--- src/rtl/seg14_scroll_mux_if.sv ---
// Host-side bundle for seg14_scroll_mux: message-buffer writes, display mode and scan outputs.
// Latency: none (signal bundle only).
// Backpressure: none; writes are always accepted and the scan outputs free-run.
// Ports: wr_en/wr_addr/wr_data buffer write, msg_len/scroll_en display control,
//        sel/segm/frame_done digit scan outputs. master = host logic, slave = scanner.
interface seg14_scroll_mux_if #(
  parameter int NUM_DIGITS = 12,
  parameter int MSG_DEPTH  = 32
) ();
  localparam int AW = $clog2(MSG_DEPTH);

  logic                  wr_en;
  logic [AW-1:0]         wr_addr;
  logic [13:0]           wr_data;
  logic [AW:0]           msg_len;
  logic                  scroll_en;
  logic [NUM_DIGITS-1:0] sel;
  logic [13:0]           segm;
  logic                  frame_done;

  modport master (
    output wr_en, wr_addr, wr_data, msg_len, scroll_en,
    input  sel, segm, frame_done
  );

  modport slave (
    input  wr_en, wr_addr, wr_data, msg_len, scroll_en,
    output sel, segm, frame_done
  );
endinterface

--- src/rtl/seg14_scroll_mux.sv ---
// One-hot scanner for a bank of 14-segment digits fed from a writable message buffer, with optional left scroll.
// Latency: sel and segm are registered together on each scan tick (every SCAN_DIV clocks); frame_done rides with the last digit.
// Backpressure: none; buffer writes are always accepted and scanning never stalls.
// Ports: clk, rst (async, active-high); bus (slave modport) carries wr_en/wr_addr/wr_data, msg_len,
//        scroll_en in and sel/segm/frame_done out.
module seg14_scroll_mux #(
  parameter int NUM_DIGITS    = 12,
  parameter int MSG_DEPTH     = 32,
  parameter int SCAN_DIV      = 1,
  parameter int SCROLL_FRAMES = 64
) (
  input  logic               clk,
  input  logic               rst,
  seg14_scroll_mux_if.slave  bus
);
  localparam int AW = $clog2(MSG_DEPTH);
  localparam int DW = $clog2(NUM_DIGITS);
  localparam int PW = (SCAN_DIV > 1) ? $clog2(SCAN_DIV) : 1;
  localparam int FW = (SCROLL_FRAMES > 1) ? $clog2(SCROLL_FRAMES) : 1;

  localparam logic [AW:0]           DEPTH_C = (AW+1)'(MSG_DEPTH);
  localparam logic [DW-1:0]         LAST_D  = DW'(NUM_DIGITS - 1);
  localparam logic [PW-1:0]         LAST_P  = PW'(SCAN_DIV - 1);
  localparam logic [FW-1:0]         LAST_F  = FW'(SCROLL_FRAMES - 1);
  localparam logic [NUM_DIGITS-1:0] SEL_ONE = NUM_DIGITS'(1);

  // Message buffer: no reset so contents survive a scanner reset.
  logic [13:0] mem [MSG_DEPTH];

  always_ff @(posedge clk) begin
    if (bus.wr_en) mem[bus.wr_addr] <= bus.wr_data;
  end

  logic [PW-1:0]         pre_q;
  logic [DW-1:0]         d_q;
  logic [AW-1:0]         off_q;
  logic [AW-1:0]         ptr_q;
  logic [FW-1:0]         fcnt_q;
  logic [NUM_DIGITS-1:0] sel_q;
  logic [13:0]           segm_q;
  logic                  frame_done_q;

  logic          tick;
  logic          last_d;
  logic [AW:0]   len_eff;
  logic [AW-1:0] off_start;
  logic [AW-1:0] scan_idx;
  logic          idx_ok;
  logic [13:0]   pat;
  logic [AW:0]   idx_inc;
  logic [AW-1:0] ptr_nxt;
  logic [AW:0]   off_inc;
  logic [AW-1:0] off_adv;

  assign tick   = (pre_q == LAST_P);
  assign last_d = (d_q == LAST_D);

  always_comb begin
    len_eff   = (bus.msg_len > DEPTH_C) ? DEPTH_C : bus.msg_len;
    // An offset left stranded by a shorter message restarts from entry 0.
    off_start = ({1'b0, off_q} >= len_eff) ? '0 : off_q;
    scan_idx  = '0;
    idx_ok    = 1'b0;
    if (bus.scroll_en) begin
      // Running pointer replaces (offset + d) mod L: seeded at digit 0,
      // then stepped with wrap. The range guard keeps a mid-frame length
      // change from ever addressing past the message.
      if (d_q == '0) begin
        scan_idx = off_start;
      end else if ({1'b0, ptr_q} < len_eff) begin
        scan_idx = ptr_q;
      end
      idx_ok = (len_eff != '0);
    end else begin
      scan_idx = AW'(d_q);
      idx_ok   = ({1'b0, scan_idx} < len_eff);
    end
    pat     = idx_ok ? mem[scan_idx] : '0;
    idx_inc = {1'b0, scan_idx} + (AW+1)'(1);
    ptr_nxt = (idx_inc >= len_eff) ? '0 : idx_inc[AW-1:0];
    off_inc = {1'b0, off_q} + (AW+1)'(1);
    off_adv = (off_inc >= len_eff) ? '0 : off_inc[AW-1:0];
  end

  always_ff @(posedge clk or posedge rst) begin
    if (rst) begin
      pre_q        <= '0;
      d_q          <= '0;
      off_q        <= '0;
      ptr_q        <= '0;
      fcnt_q       <= '0;
      sel_q        <= '0;
      segm_q       <= '0;
      frame_done_q <= 1'b0;
    end else begin
      frame_done_q <= tick && last_d;

      if (tick) begin
        pre_q  <= '0;
        sel_q  <= SEL_ONE << d_q;
        segm_q <= pat;
        d_q    <= last_d ? '0 : d_q + DW'(1);
        ptr_q  <= ptr_nxt;
      end else begin
        pre_q <= pre_q + PW'(1);
      end

      // Offset only moves at frame boundaries so a frame is never torn.
      if (!bus.scroll_en) begin
        off_q  <= '0;
        fcnt_q <= '0;
      end else if (tick && (d_q == '0)) begin
        off_q <= off_start;
      end else if (tick && last_d) begin
        if (fcnt_q == LAST_F) begin
          fcnt_q <= '0;
          off_q  <= off_adv;
        end else begin
          fcnt_q <= fcnt_q + FW'(1);
        end
      end
    end
  end

  assign bus.sel        = sel_q;
  assign bus.segm       = segm_q;
  assign bus.frame_done = frame_done_q;

endmodule

--- src/flat_wrapper.sv ---
// flat-port wrapper written by rule: the top's interface ports become plain ports
module seg14_scroll_mux_flat 
#(
  parameter int NUM_DIGITS    = 12,
  parameter int MSG_DEPTH     = 32,
  parameter int SCAN_DIV      = 1,
  parameter int SCROLL_FRAMES = 64
)
  (clk, rst, bus_wr_en, bus_wr_addr, bus_wr_data, bus_msg_len, bus_scroll_en, bus_sel, bus_segm, bus_frame_done);
  seg14_scroll_mux_if #(.NUM_DIGITS(NUM_DIGITS), .MSG_DEPTH(MSG_DEPTH)) bus_i ();
  input  logic clk;
  input  logic rst;
  input wire logic [$bits(bus_i.wr_en)-1:0] bus_wr_en;
  input wire logic [$bits(bus_i.wr_addr)-1:0] bus_wr_addr;
  input wire logic [$bits(bus_i.wr_data)-1:0] bus_wr_data;
  input wire logic [$bits(bus_i.msg_len)-1:0] bus_msg_len;
  input wire logic [$bits(bus_i.scroll_en)-1:0] bus_scroll_en;
  output wire logic [$bits(bus_i.sel)-1:0] bus_sel;
  output wire logic [$bits(bus_i.segm)-1:0] bus_segm;
  output wire logic [$bits(bus_i.frame_done)-1:0] bus_frame_done;
  assign bus_i.wr_en = bus_wr_en;
  assign bus_i.wr_addr = bus_wr_addr;
  assign bus_i.wr_data = bus_wr_data;
  assign bus_i.msg_len = bus_msg_len;
  assign bus_i.scroll_en = bus_scroll_en;
  assign bus_sel = bus_i.sel;
  assign bus_segm = bus_i.segm;
  assign bus_frame_done = bus_i.frame_done;
  seg14_scroll_mux #(.NUM_DIGITS(NUM_DIGITS), .MSG_DEPTH(MSG_DEPTH), .SCAN_DIV(SCAN_DIV), .SCROLL_FRAMES(SCROLL_FRAMES)) u_core (.clk(clk), .rst(rst), .bus(bus_i));
endmodule
--- config.mk ---
export PLATFORM = sky130hd
export DESIGN_NAME = seg14_scroll_mux_flat
export DESIGN_NICKNAME = d
export VERILOG_FILES = /design/src/rtl/seg14_scroll_mux_if.sv /design/src/rtl/seg14_scroll_mux.sv /design/src/flat_wrapper.sv
export SDC_FILE = /design/constraint.sdc
export NUM_CORES = 1
export LEC_CHECK = 0
export BUFFER_PORTS_ARGS = -buffer_cell sky130_fd_sc_hd__buf_2
export CAP_MARGIN = 20
export CORE_MARGIN = 8
export CORE_UTILIZATION = 55
export CTS_CLUSTER_SIZE = 10
export DETAILED_ROUTE_END_ITERATION = 16
export PLACE_DENSITY = 0.73
export SKIP_LAST_GASP = 1
export SLEW_MARGIN = 20
export SYNTH_ARGS = -nofsm -noshare
export SYNTH_HDL_FRONTEND = slang
export SYNTH_SLANG_ARGS = --single-unit
--- constraint.sdc ---
create_clock -name clk -period 4.6 [get_ports clk]
set_clock_uncertainty 0.1 [all_clocks]
set_input_delay 0.23 -clock clk [delete_from_list [all_inputs] [get_ports clk]]
set_output_delay 0.23 -clock clk [all_outputs]
set_load 0.05 [all_outputs]
==> run summary, run 1 <==
In the final layout, the share of cells above drive strength 1 is 13.8%. The overall track demand over capacity in global routing is 23.6%, and the number of filler cells placed in the layout is 2751. The per-cell via count in the routed design was 6.30; the global route total overflow was 0.

Final cell count without fillers: 2067. In this design, the largest share of critical-path delay is due to compound AO/OA/AOI/OAI gates. Headroom to the max-slew limit came out at 27.7%. The tools report the number of nets at the end of the flow as 1569. After the first detailed-routing iteration, the DRC count stood at 1463. In this run the most critical hold path is launched from bus_wr_data[0].

Setup slack closes at 280 ps. The worst setup timing slack at the placement stage came out at 203 ps. CTS placed an instance of sky130_fd_sc_hd__clkbuf_16 at the clock tree root. The internal power of the cells totals 7.44 mW. STA puts the critical path data arrival time at 4750 ps.

For the yosys synthesis warning count, the log shows 0. Tracing the worst setup path back leads to its startpoint at u_core.d_q[0]$_DFF_PP0_. Buffers placed on the I/O ports in this run total 55. The peak supply drop was 0.334 mV; the die span in x was 211 microns. The final-report max-slew violation count was 0. STA classifies the critical path endpoint as a flop. The worst register-to-register path ends at u_core.bus.segm[7]$_DFF_PP0_. TritonCTS built the clock tree.

Clock-pin slew was measured on the worst setup and hold paths at 60 ps. The startpoint type of the worst setup path is a flop. For this run, design rule violations remaining after detail routing come to 0. The instance count after placement with tap cells included is 1959. The first-pass GRT wire length came out at 79.4 mm. The run gives 1482 as the net count after synthesis. The area of the mapped netlist is 0.0209 sq mm.

The synthesized design devotes to its leading area cell type 64.4% of total area. Counting buffers and inverters, the worst setup path is 11 cells deep. The synthesis-stage register bit count works out to 495. The worst hold path belongs to the class in -> reg. The final hold violation count is 0, and the met1 track utilization from global routing is 32.2%.

The clock tree buffer depth came out at 3. The setup check on the worst reg-to-reg path leaves a slack of 280 ps. Summing all multi-input logic gate instances after layout gives 0.00576 sq mm.

The final total power was 9.58 mW. The number of unique standard cell types used by synthesis is 74. At the worst endpoint, the required time is 5030 ps.

Most common flop cell mapped by yosys: sky130_fd_sc_hd__edfxtp_1. Setup violations remaining at the end of the flow were counted as 0. The synthesis-to-finish area growth works out to 12.8%. In this run the remaining antenna-violating nets after routing total 0. For the worst-skew pair, the clock arrives at the later sink with an insertion delay of 610 ps.

The largest fanout on the critical path works out to 13. The critical path goes through inv_1 > ha_1 > or3b_1 > clkinv_4 > o21ai_2 > a211o_4 > a31oi_4 > nand3_1 > a221o_1 > a21oi_1 > or4_1. In this run the vertical extent of the chip is 211 microns. The floorplan step defined a core boundary enclosing 0.0376 sq mm. After detailed routing, the average wire length per cell comes to 25.6 microns.

Path depth of the worst reg2reg path: 11. Setup repair after global routing left no endpoint under its margin. In this run the mean area of a mapped cell was 14.7 sq um.

Sequential elements use 70.0% of the synthesized area. The number of buffers inserted during clock tree synthesis is 56. The maximum frequency from static timing analysis was 231 MHz; the power density over the cells was 406 mW/mm^2. By area the synthesized netlist is led by sky130_fd_sc_hd__edfxtp_1 64%, sky130_fd_sc_hd__dfrtp_1 5.6%, sky130_fd_sc_hd__mux2i_1 4.6%, sky130_fd_sc_hd__nand2_1 2.6%, sky130_fd_sc_hd__ha_1 2.0%. Entering global routing, the biggest net connects 104 pins. In this run, the combinational gates consume 5.8% of the power. Clock tree synthesis found a total of 495 sinks. Leaving out fill and tap cells, the most frequent cells in the layout are 448 x sky130_fd_sc_hd__edfxtp_1, 143 x sky130_fd_sc_hd__nand2_1, 97 x sky130_fd_sc_hd__mux2i_1.

Pin placement for this block handled 56 I/O pins. The analysis attributes to cell leakage a power of 7.96 nW. In this run the most used layer during global routing was met2. Endpoint of the most critical setup path: u_core.bus.segm[7]$_DFF_PP0_.

The initial utilization of the core area, before any placement, comes to 55.6%. The number of antenna violations at the first check in global routing is 5, and the part of the power in the clock network is 42.0%. For the total vias in the final route, the log shows 13.0k.

For the pin with the worst max-slew slack, the measured transition is 1080 ps. After routing the design area is 0.0236 sq mm. Max-cap violations in this run came to 0. For met3 alone, demand over resource in global routing was 4.81%. The startpoint identified for the worst register-to-register timing path is u_core.d_q[0]$_DFF_PP0_. In this design, the stage delay of the slowest critical-path cell is 660 ps. The tools report the first-pass detailed-route iteration total as 5. The die covers 0.0445 sq mm. The post-detailed-placement cell area was 0.0219 sq mm. In this run the number of H-tree levels came out at 2. The setup path with the least slack is of type reg -> reg.

Count of mapped cells out of synthesis: 1420. The run finished with clean final reports. The final critical-path required period is 4320 ps, and the combined buffer and inverter count along the critical path is 2. Adding up every negative setup slack in the final design gives 0 ps. The cell at the slowest stage of the critical path was sky130_fd_sc_hd__nand3_1.

The tools report the post-CTS setup buffer count as 0. The synthesized design contains 448 enable-type register cells. Leaving out fill and tap cells, the most frequent cell in the layout is sky130_fd_sc_hd__edfxtp_1. Routability-driven placement finished with a final weighted congestion of 0.884. The met2 global-route usage is 37.6%, and the switching share of power is 22.4%. For this design the total switching power over the nets is 2.14 mW. Registers take 0.0146 sq mm. The logs give 12.7k for the via count of the first global-routing pass and 52.2% for the relative contribution of sequential cells to total power. Once detailed placement completed, the half-perimeter wirelength came to 33.0 mm. The final layout contains routed wiring with a total length of 53.0 mm. The number of core rows was 71; the final clock period utilization by the worst path was 93.9%.

Async set or reset register ratio after synthesis: 9.49%. sky130_fd_sc_hd__edfxtp_1 takes more of the synthesized area than any other cell.
==> flip-flops by register name, indices dropped and copies added, names as in the netlist <==
register	flops
u_core.bus.sel	12
u_core.bus.frame_done	1
u_core.bus.segm	14
u_core.fcnt_q	6
u_core.off_q	5
u_core.d_q	4
u_core.ptr_q	5
u_core.mem	448
==> cells by family after synthesis <==
logic type	count (synthesis)	share of synthesized area [%]
buffers and inverters	104	2.48
AOI/OAI and AO/OA	356	12.6
xor gates and xnor gates	9	0.377
DFF	495	70.0
muxes	109	5.29
and+or+nand+nor	314	7.21
adders and majority gates	33	1.98
==> metal layers <==
| metal | share of wire (%) | up-vias |
|---|---|---|
| met4 | 2.7 | 6 |
| li1 | - | 5738 |
| met2 | 48 | 659 |
| met3 | 9.4 | 104 |
| met5 | 0.060 | - |
| met1 | 40 | 6523 |
==> cells in the mapped netlist, types with 8 or more instances <==
| cell | count |
|---|---|
| sky130_fd_sc_hd__edfxtp_1 | 448 |
| sky130_fd_sc_hd__nand2_1 | 143 |
| sky130_fd_sc_hd__mux2i_1 | 97 |
| sky130_fd_sc_hd__a21oi_1 | 71 |
| sky130_fd_sc_hd__nor2_1 | 51 |
| sky130_fd_sc_hd__dfrtp_1 | 47 |
| sky130_fd_sc_hd__a22o_1 | 37 |
| sky130_fd_sc_hd__a31oi_1 | 33 |
| sky130_fd_sc_hd__ha_1 | 33 |
| sky130_fd_sc_hd__clkbuf_1 | 32 |
| sky130_fd_sc_hd__a211oi_1 | 31 |
| sky130_fd_sc_hd__buf_2 | 30 |
| sky130_fd_sc_hd__nand3_1 | 27 |
| sky130_fd_sc_hd__a21boi_0 | 25 |
| sky130_fd_sc_hd__a221oi_1 | 25 |
| sky130_fd_sc_hd__and2_1 | 25 |
| sky130_fd_sc_hd__a221o_1 | 24 |
| sky130_fd_sc_hd__o21ai_0 | 20 |
| sky130_fd_sc_hd__o21a_1 | 18 |
| sky130_fd_sc_hd__o22ai_1 | 16 |
| sky130_fd_sc_hd__buf_4 | 14 |
| sky130_fd_sc_hd__inv_1 | 14 |
| sky130_fd_sc_hd__a31o_1 | 13 |
| sky130_fd_sc_hd__or4_1 | 13 |
| sky130_fd_sc_hd__o211a_1 | 12 |
| sky130_fd_sc_hd__mux2_2 | 10 |
| sky130_fd_sc_hd__nor3_1 | 8 |
==> worst min path at each step <==
| stage | to | slack, ps | cells after the start |
|---|---|---|---|
| 6_report | u_core.mem[20][0]$_DFFE_PP_ | 40 | 1 |
| 5_1_grt | u_core.mem[26][0]$_DFFE_PP_ | 50 | 1 |
| 4_1_cts | u_core.mem[23][0]$_DFFE_PP_ | 10 | 1 |
| 3_5_place_dp | u_core.bus.segm[12]$_DFF_PP0_ | 360 | 3 |
| 3_3_place_gp | u_core.bus.segm[12]$_DFF_PP0_ | 350 | 3 |
| 2_1_floorplan | u_core.mem[0][0]$_DFFE_PP_ | 230 | 0 |
==> power by group through the flow <==
stage	Clock [mW]	Sequential [mW]	Combinational, mW
final	4.02	5.00	0.559
after CTS	4.07	5.00	0.553
after detailed placement	0	5.09	0.549
after floorplan	0	5.12	0.274
after global routing	4.25	5.00	0.596
after global placement	0	5.09	0.539
==> cell type report <==
type	instances	share of cell area (%)
timing repair buffer	114	3.43
sequential	495	62.1
clock inverter	5	0.334
inverter	19	0.366
multi-input combinational	821	24.4
antenna	1	0.0106
clock buffer	101	6.66
tap	511	2.71
==> metrics by stage <==
stage | util [%] | hold slack, ps
2_1_floorplan | - | 229
3_3_place_gp | 58.3 | 352
3_5_place_dp | 58.3 | 356
4_1_cts | 62.7 | 12.7
5_1_grt | 62.7 | 48.2
6_report | 62.7 | 41.6
==> repair_timing <==
item                                    4_1_cts  5_1_grt
resized for setup                             0        0
hold buffers                                  1        0
endpoints found under the hold margin        47        0
endpoints found under the setup margin        0        0
No activity file was read; power rests on OpenSTA's default activity.
==> run 2, diff against run 1 <==
CAP_MARGIN = default   (was 20)
CTS_BUF_LIST = sky130_fd_sc_hd__clkbuf_4 sky130_fd_sc_hd__clkbuf_8   (was default)
MAX_ROUTING_LAYER = met4   (was default)
==> run 2 against run 1 <==
Net effect:
- total power fell by 2.4%
- clock power is 5.7% lower
- routed wire length down 1.4%
- via count hardly changed
- maximum frequency down 3.5%
- final cell count increased by 2.2%
- sequential share of layout area grew 0.083 points
- register-to-register slack got worse by 160 ps
- sequential power about the same
- die area did not move
- core utilization is 0.083 points lower
- critical path type unchanged
- critical endpoint is now u_core.bus.segm[13]$_DFF_PP0_
- highest routed layer is now met4
==> run summary, run 2 (same netlist as run 1, synthesis figures left out) <==
Kind of critical path: reg -> reg (unchanged). The die span in x is 211 microns (unchanged). The actual slew at the worst max-slew pin is 1020 ps (was 1080 ps), and the per-cell via count in the routed design is 6.16 (was 6.30).

Startpoint type of the worst setup path: a flop (unchanged). The kind of end point of the critical path was a flop (unchanged). The synthesis-to-finish area growth was 12.7% (was 12.8%).

Final-report max-slew violation count: 0 (unchanged). The tools report the overall track demand over capacity in global routing as 24.2% (was 23.6%). Final clock period utilization by the worst path: 97.3% (was 93.9%). The most common cell after layout, fill and taps aside was sky130_fd_sc_hd__edfxtp_1 (unchanged). The flip-flop count of the largest register after layout came out at 448 (unchanged).

The tools report the detailed-placement wirelength estimate as 32.7 mm (was 33.0 mm). The ratio of cells with drive above 1 in the final layout was 17.9% (was 13.8%); the area of the die was 0.0445 sq mm (unchanged). The H-tree depth was 3 (was 2). The largest fanout on the critical path is 17 (was 13), and the count of instances resized after the clock tree is built is 0 (unchanged).

The placeable core area was 0.0376 sq mm (unchanged). Final weighted congestion in routability-driven placement: 0.894 (was 0.884). The tools report the number of clock sinks as 495 (unchanged).

The data required time of the critical path was 5050 ps (was 5030 ps). Setup TNS after final layout: 0 ps (unchanged). For the total routed wirelength, the log shows 52.3 mm (was 53.0 mm).

The tools report the number of endpoints failing setup at the final stage as 0 (unchanged). The post-CTS clock slew at the launch and capture registers of the worst setup and hold paths was 60 ps (about the same). The final core utilization is 62.6% (was 62.7%). The tools report the first-pass GRT wire length as 78.7 mm (was 79.4 mm). The arrival time at the worst endpoint came out at 4930 ps (was 4750 ps). The floorplan die height was 211 microns (unchanged); the first-pass detailed-route iteration total was 5 (unchanged). The maximum frequency from static timing analysis is 223 MHz (was 231 MHz), and the routed wire length per instance is 24.7 microns (was 25.6 microns). The run finished with clean final reports. The final critical-path required period was 4480 ps (was 4320 ps); the insertion delay of the later-clocked pin in the worst-skew pair was 630 ps (was 610 ps).

The register with the highest flop count was u_core.mem (unchanged). Leading cell types in the layout, fill and taps excluded: 448 x sky130_fd_sc_hd__edfxtp_1, 143 x sky130_fd_sc_hd__nand2_1, 97 x sky130_fd_sc_hd__mux2i_1 (unchanged). Peak supply drop: 0.225 mV (was 0.334 mV). The leakage power came out at 8.04 nW (was 7.96 nW).

The run gives 1595 (was 1569) as the number of nets at the end of the flow. For the pin count of the biggest net entering global routing, the log shows 104 (unchanged). The run gives 31.6% (was 27.7%) as the worst slew margin relative to its limit. The run gives 56 (unchanged) as the number of primary I/O pins.

The path type of the worst min-delay path was in -> reg (unchanged). The number of antenna violations at the first check in global routing is 5 (unchanged). The cell at the root of the clock tree is sky130_fd_sc_hd__clkbuf_8 (was sky130_fd_sc_hd__clkbuf_16). The antenna violation net count after detailed routing came out at 0 (unchanged).

The number of core rows is 71 (unchanged), and the clock tree buffer depth is 3 (unchanged). TritonCTS built the clock tree. The global route total overflow was 0 (unchanged). The via count of the first global-routing pass was 12.8k (was 12.7k). The power density over the cells is 397 mW/mm^2 (was 406 mW/mm^2). The logs give 0 (unchanged) for the residual DRC count and 79 (was 56) for the number of buffers inserted during clock tree synthesis. Setup repair after global routing left no endpoint under its margin. The logs give 55.6% (unchanged) for the initial core utilization and 13.0k (about the same) for the total vias in the final route. For the final hold violation count, the log shows 0 (unchanged). The number of DRC markers after the initial detailed-route iteration was 1366 (was 1463); the number of input and output port buffers inserted was 55 (unchanged). Count of maximum capacitance violations: 0 (unchanged).
run 2: cell count changes in the layout (fill, tap and decap cells not counted), moves of 7 or more:
cell / previous run / this run
sky130_fd_sc_hd__clkbuf_16: 56 / 0
sky130_fd_sc_hd__clkbuf_1: 45 / 0
sky130_fd_sc_hd__clkinv_2: 1 / 8
sky130_fd_sc_hd__clkbuf_4: 0 / 31
sky130_fd_sc_hd__clkbuf_8: 0 / 82
sky130_fd_sc_hd__clkinv_1: 1 / 17
run 2: layout make-up:
cell class / instances / area (sq um)
fillers: 2748 / 14000
clock buffers: 113 / 1360
flip-flops and latches: 495 / 14600
inverters: 19 / 86.3
multi-input cells: 821 / 5760
repair buffers: 117 / 808
diodes: 5 / 12.5
clock inverters: 32 / 241
well taps: 511 / 639
run 2: timing repair:
item | CTS | global route
hold buffers | 2 | 0
hold endpoints to repair | 51 | 0
setup buffers | 0 | 0
run 2: where the power goes:
group	internal (mW)	switching (mW)	total, mW
registers	4.97	0.0246	5.00
logic	0.161	0.399	0.561
clock network	2.09	1.70	3.79
run 2: worst max-delay path, cell delays in order, from the launching register on:
cell and delay, ps:
sky130_fd_sc_hd__dfrtp_1 450, sky130_fd_sc_hd__inv_1 150, sky130_fd_sc_hd__ha_1 200, sky130_fd_sc_hd__or3b_1 530
sky130_fd_sc_hd__clkinv_4 110, sky130_fd_sc_hd__o21ai_2 120, sky130_fd_sc_hd__a211o_4 390, sky130_fd_sc_hd__a31oi_4 610
sky130_fd_sc_hd__nand3_1 720, sky130_fd_sc_hd__a221o_1 520, sky130_fd_sc_hd__o22ai_1 320, sky130_fd_sc_hd__or4_1 180
run 2: metrics by stage:
step	instances	worst slack [ps]	instance area, sq um	hold slack (ps)	power, mW
2_1_floorplan	1420	627	20900	229	5.40
3_3_place_gp	1961	145	21900	338	5.62
3_5_place_dp	1961	48.0	21900	353	5.64
4_1_cts	2108	144	23500	5.62	9.39
5_1_grt	2112	16.7	23500	48.8	9.64
6_report	2113	122	23500	41.8	9.35
run 2: layer usage:
metal | GRT usage (%) | share of wire (%)
met1 | 31.5 | 40
met5 | - | 0
met4 | 9.34 | 3.1
met3 | 5.07 | 9.6
met2 | 37.1 | 47
run 2: final timing paths:
path / start / to / slack (ps) / cells past startpoint
min in group asynchronous: rst / u_core.bus.sel[9]$_DFF_PP0_ / 230 / 4
max in group asynchronous: rst / u_core.bus.segm[2]$_DFF_PP0_ / 3690 / 4
worst max register to register: u_core.d_q[0]$_DFF_PP0_ / u_core.bus.segm[13]$_DFF_PP0_ / 120 / 11
worst min-delay path: bus_scroll_en / u_core.fcnt_q[3]$_DFFE_PP0P_ / 40 / 4
worst min register to register: u_core.off_q[4]$_DFFE_PP0P_ / u_core.off_q[4]$_DFFE_PP0P_ / 410 / 2
worst max-delay path: u_core.d_q[0]$_DFF_PP0_ / u_core.bus.segm[13]$_DFF_PP0_ / 120 / 11
